**config.mk**
```make
export PLATFORM = sky130hd
export DESIGN_NAME = decode_block
export DESIGN_NICKNAME = d
export VERILOG_FILES = /design/src/rtl/decode_block_pkg.sv /design/src/rtl/decode_block_reg_file.sv /design/src/rtl/decode_block.sv
export SDC_FILE = /design/constraint.sdc
export NUM_CORES = 1
export LEC_CHECK = 0
export CORE_MARGIN = 1
export CORE_UTILIZATION = 56
export DETAILED_ROUTE_END_ITERATION = 6
export PLACE_DENSITY = 0.76
export RECOVER_POWER = 100
export SKIP_CTS_REPAIR_TIMING = 1
export SYNTH_ARGS = -nofsm -noshare
export SYNTH_HDL_FRONTEND = slang
export SYNTH_SLANG_ARGS = --single-unit
```
**constraint.sdc**
```tcl
create_clock -name clk -period 3 [get_ports clk]
set_clock_uncertainty 0.05 [all_clocks]
set_input_delay 0.6 -clock clk [delete_from_list [all_inputs] [get_ports clk]]
set_output_delay 0.6 -clock clk [all_outputs]
set_load 0.005 [all_outputs]
```
**src/rtl/decode_block_pkg.sv**
```systemverilog
// Shared decode definitions: instruction field positions, opcode classes and
// width defaults for the issue/decode stage.
package decode_pkg;

  localparam int DEF_DW   = 16;
  localparam int DEF_AW   = 5;
  localparam int DEF_NREG = 32;

  localparam int OP_HI = 15;
  localparam int OP_LO = 10;
  localparam int RD_HI = 9;
  localparam int RD_LO = 5;
  localparam int RS_HI = 4;
  localparam int RS_LO = 0;

  localparam logic [2:0] CLS_IMM   = 3'b010;
  localparam logic [3:0] CLS_STORE = 4'b0111;

  typedef struct packed {
    logic [OP_HI-OP_LO:0] op;
    logic [RD_HI-RD_LO:0] rd;
    logic [RS_HI-RS_LO:0] rs;
  } ins_t;

  function automatic logic is_imm(input logic [5:0] op);
    return op[5:3] == CLS_IMM;
  endfunction

  function automatic logic is_store(input logic [5:0] op);
    return op[5:2] == CLS_STORE;
  endfunction

endpackage

```
**src/rtl/decode_block_reg_file.sv**
```systemverilog
// NREG x DW register file: one synchronous write port, two combinational read
// ports, R0 hard-wired to zero, synchronous clear on reset.
module reg_file
  import decode_pkg::*;
#(
  parameter int DW   = DEF_DW,
  parameter int AW   = DEF_AW,
  parameter int NREG = DEF_NREG
) (
  input  logic          clk,
  input  logic          reset,
  input  logic          i_we,
  input  logic [AW-1:0] i_waddr,
  input  logic [DW-1:0] i_wdata,
  input  logic [AW-1:0] i_raddr_a,
  output logic [DW-1:0] o_rdata_a,
  input  logic [AW-1:0] i_raddr_b,
  output logic [DW-1:0] o_rdata_b
);

  logic [DW-1:0] r_mem [NREG];

  always_ff @(posedge clk) begin
    if (reset) begin
      for (int i = 0; i < NREG; i++) r_mem[i] <= '0;
    end else if (i_we && (i_waddr != '0)) begin
      r_mem[i_waddr] <= i_wdata;
    end
  end

  assign o_rdata_a = (i_raddr_a == '0) ? '0 : r_mem[i_raddr_a];
  assign o_rdata_b = (i_raddr_b == '0) ? '0 : r_mem[i_raddr_b];

endmodule

```
**src/rtl/decode_block.sv**
```systemverilog
// Issue/decode stage: decodes ins, reads operands, retires ans_ex one cycle
// after issue. Define DECODE_FWD_EN to bypass hazards instead of stalling.
//
// Handshake: ins is taken on a rising edge where ins_valid && ins_ready;
// ins_ready may depend combinationally on ins (hazard check) and on reset.
module decode_block
  import decode_pkg::*;
#(
  parameter int DW   = DEF_DW,
  parameter int AW   = DEF_AW,
  parameter int NREG = DEF_NREG
) (
  input  logic          clk,
  input  logic          reset,
  input  logic [15:0]   ins,
  input  logic          ins_valid,
  output logic          ins_ready,
  input  logic [DW-1:0] ans_ex,
  input  logic [1:0]    flag_ex,
  output logic [5:0]    op_dec,
  output logic [DW-1:0] A,
  output logic [DW-1:0] B,
  output logic          dec_valid,
  output logic [1:0]    flags
);

  ins_t          w_ins;
  logic [DW-1:0] w_ra;
  logic [DW-1:0] w_rb;
  logic [DW-1:0] w_imm_b;
  logic [DW-1:0] w_a;
  logic [DW-1:0] w_b;
  logic          w_we;
  logic          w_hit_a;
  logic          w_hit_b;
  logic          w_hazard;
  logic          w_accept;

  logic [5:0]    r_op_dec;
  logic [DW-1:0] r_a;
  logic [DW-1:0] r_b;
  logic          r_dec_valid;
  logic [1:0]    r_flags;
  logic [AW-1:0] r_rd_q;

  assign w_ins   = ins;
  assign w_imm_b = {{(DW-5){w_ins.rs[4]}}, w_ins.rs};

  // The in-flight instruction retires on this edge; op_dec still holds its opcode.
  assign w_we     = r_dec_valid && !is_store(r_op_dec) && (r_rd_q != '0);
  assign w_hit_a  = w_we && (w_ins.rd == r_rd_q);
  assign w_hit_b  = w_we && !is_imm(w_ins.op) && (w_ins.rs == r_rd_q);
  assign w_hazard = w_hit_a || w_hit_b;

`ifdef DECODE_FWD_EN
  assign w_a       = w_hit_a ? ans_ex : w_ra;
  assign w_b       = is_imm(w_ins.op) ? w_imm_b : (w_hit_b ? ans_ex : w_rb);
  assign ins_ready = !reset;
`else
  assign w_a       = w_ra;
  assign w_b       = is_imm(w_ins.op) ? w_imm_b : w_rb;
  assign ins_ready = !reset && !w_hazard;
`endif

  assign w_accept = ins_valid && ins_ready;

  reg_file #(
    .DW   (DW),
    .AW   (AW),
    .NREG (NREG)
  ) u_reg_file (
    .clk       (clk),
    .reset     (reset),
    .i_we      (w_we),
    .i_waddr   (r_rd_q),
    .i_wdata   (ans_ex),
    .i_raddr_a (w_ins.rd),
    .o_rdata_a (w_ra),
    .i_raddr_b (w_ins.rs),
    .o_rdata_b (w_rb)
  );

  always_ff @(posedge clk) begin
    if (reset) begin
      r_op_dec    <= '0;
      r_a         <= '0;
      r_b         <= '0;
      r_dec_valid <= 1'b0;
      r_flags     <= '0;
      r_rd_q      <= '0;
    end else begin
      r_dec_valid <= w_accept;
      if (w_accept) begin
        r_op_dec <= w_ins.op;
        r_a      <= w_a;
        r_b      <= w_b;
        r_rd_q   <= w_ins.rd;
      end
      if (r_dec_valid) r_flags <= flag_ex;
    end
  end

  assign op_dec    = r_op_dec;
  assign A         = r_a;
  assign B         = r_b;
  assign dec_valid = r_dec_valid;
  assign flags     = r_flags;

endmodule

```
==> results by group <==
Drt
  • DRC: 0
  • 1st-pass router iterations: 6
  • Initial drt markers: 2991
  • WL/cell: 31.2 um
  • Via count: 19700
  • Vias/cell: 6.85
  • Routed Wire Length: 89700 um
  • Antenna Nets Post-Route: 0

Worst setup path
  • Critical Path Slowest Stage Cell: clkbuf_1
  • CP peak stage delay: 630 ps
  • Worst-path maximum fanout: 16
  • CP Class: flip-flop to flip-flop
  • Worst EP arrival: 3090 ps
  • CP Buf/Inv Count: 3
  • Worst Setup End Kind: flip-flop
  • CP required: 3160 ps
  • Ordered cell list for the critical path: or3_1 > buf_4 > nand4bb_1 > clkbuf_1 > o21ai_2 > clkbuf_2
  • Worst setup SP type: flip-flop
  • Delay-heaviest family, CP: buffers and inverters

Run status
  • Run status: complete, no violations

Final layout
  • Most frequent cells in the layout: 512 x edfxtp_1, 328 x and2_1, 221 x mux4_2, 169 x and2_0, 140 x mux2i_1
  • Multi-input logic area: 0.0121 mm^2
  • Finished Core Util: 0.644
  • Nets: 2180
  • Reg area: 0.0163 mm^2
  • Share of cells above drive strength 1: 0.215
  • Commonest non-fill, non-tap cell in the layout: edfxtp_1
  • P&R area growth vs syn: 13.4%
  • Fillers: 3792

Power
  • Peak VDD IR: 0.437 mV
  • PwrDens: 562 mW/mm^2
  • LEAKAGE: 0.0123 uW

Logic synthesis
  • Post-synth EDFFs: 512
  • Synth Instances: 2037
  • Post-synthesis mux area share: 0.220
  • Seq/Total Area, Yosys: 0.557
  • Synth cell types: 53
  • Mean Syn Cell Area: 14.4 um^2
  • Synth Area in Adders: 0
  • Yosys warns: 0
  • Compound-Gate Fraction of Synth Area: 0.0518
  • Ys async rst share: 0
  • Yosys reg bits: 558
  • Cell area after synthesis: 0.0293 mm^2
  • Predominant post-synthesis flop cell: edfxtp_1
  • Combinational family with the most area after synthesis: multiplexers
  • Synth Area in XOR/XNOR: 0.00299
  • Post-Synth Simple-Gate Area: 0.135

STA
  • Post-layout min period: 2930 ps
  • TNS Setup: 0 ps
  • Max Fclk: 342 MHz
  • Slew margin rel.: 0.0522
  • Final setup violation count: 0
  • Max-slew violations: 0
  • RSZ-0062 raised after global routing: no
  • Slew @ Worst Pin: 1420 ps
  • Final Hold Fails: 0
  • WHS: 251 ps
  • Final period utilization: 0.976

Die
  • Rows: 83
  • Die width: 231 um
  • Die ar.: 0.0532 mm^2
  • IO Pins: 79
  • Die height: 231 um
  • Starting Density: 0.568
  • Core Box Area: 0.0515 mm^2

GRT
  • Aggregate global routing overflow: 0
  • GRT Overall Usage: 0.342
  • Global-route wire length before repair: 130000 um
  • Pin count of the biggest net entering global routing: 58
  • Vias in the first global route: 19700
  • Antenna violations before repair: 2

Clock network
  • Root buf cell: clkbuf_16
  • Clock Sink Count: 558
  • TritonCTS buffer count: 59
  • Worst-Skew Late Latency: 630 ps
  • H-tree depth: 2
  • Clock Tree Buf Depth: 3
  • CTS tree: done
  • Clk slew on worst S/H paths: 70 ps

Place
  • GP Congestion: 0.901
  • PortBufs: 78
  • DP HPWL: 56200 um

Run
  • Max-capacitance violation count: 0

Min path
  • Worst min-delay path class: input pin to flip-flop
[registers in the layout (all words and copies together), names as in the netlist]
register,cells
u_reg_file.r_mem,512
A,16
B,16
op_dec,6
r_rd_q,5
flags,2
dec_valid,1
[cells in the mapped netlist, drive strengths merged, types with 2 or more instances]
cell type	number	area, um^2
o21ai	71	355
xnor2	10	87.6
mux4	221	4980
nand2	63	236
edfxtp	512	15400
o32ai	5	43.8
nor2b	5	31.3
a32oi	7	61.3
nand4	2	12.5
nor3	6	30.0
a22oi	34	255
nor2	60	225
mux2	6	67.6
nand3	5	25.0
inv	8	30.0
clkbuf	129	484
and3	23	144
o2bb2ai	5	43.8
or3b	3	26.3
nand3b	5	37.5
a2111oi	4	35.0
o22ai	4	25.0
a21oi	14	73.8
or3	2	12.5
dfxtp	46	921
a211o	11	96.3
a32o	8	80.1
a221oi	44	385
mux2i	140	1400
a22o	2	17.5
buf	72	453
and2	497	3110
[power by group]
part / switching, uW / total [uW] / internal (uW)
combinational: 1160 / 2010 / 855
clock: 3060 / 7630 / 4570
sequential: 207 / 8990 / 8780
total: 4430 / 18600 / 14200
[kinds of logic (layout without fill, tap and decap cells)]
family | count (synthesis) | after routing
xor gates and xnor gates | 10 | 10
muxes | 367 | 367
AOI/OAI and AO/OA | 214 | 214
and+or+nand+nor | 677 | 677
buffers and inverters | 210 | 351
other | 1 | 18
DFF | 558 | 558
[metal layers]
metal / share of wire / track usage
met3: 0.14 / 0.102
met5: 0 / 0
met1: 0.36 / 0.462
met2: 0.45 / 0.515
met4: 0.050 / 0.156
[area by class of cell]
class                   instances  share of cell area
repair buffers                231              0.0569
well taps                     680              0.0256
inverters                       9             0.00102
multi-input cells            1284               0.364
flip-flops and latches        558               0.491
clock buffers                  91              0.0524
diodes                          2            0.000151
clock inverters                20             0.00833
[worst paths after layout]
path | start | cells past startpoint | to | slack (ps)
setup reg to reg | r_rd_q[4]$_SDFFE_PP0P_ | 6 | u_reg_file.r_mem[16][5]$_SDFFCE_PN0P_ | 70
hold / removal | ins[5] | 3 | r_rd_q[0]$_SDFFE_PP0P_ | 250
setup / recovery | r_rd_q[4]$_SDFFE_PP0P_ | 6 | u_reg_file.r_mem[16][5]$_SDFFCE_PN0P_ | 70
hold reg to reg | op_dec[0]$_SDFFE_PP0P_ | 2 | op_dec[0]$_SDFFE_PP0P_ | 410
[per-stage QoR]
stage,instances,cell area [um^2],power (uW),setup slack (ps)
2_1_floorplan,2052,29300,10300,132
3_3_place_gp,2762,31500,11100,-152
3_5_place_dp,2762,31500,11200,-189
4_1_cts,2873,33500,18600,-205
5_1_grt,2873,33200,19000,62.6
6_report,2875,33200,18600,73.4
[worst reg2reg max path, delay by kind of cell (launching register included)]
family	cells	cell delay [ps]
buffers and inverters	3	1300
AND/OR/NAND/NOR	2	650
flip-flops	1	410
AO/OA/AOI/OAI	1	70
No activity file was read; power rests on OpenSTA's default activity.
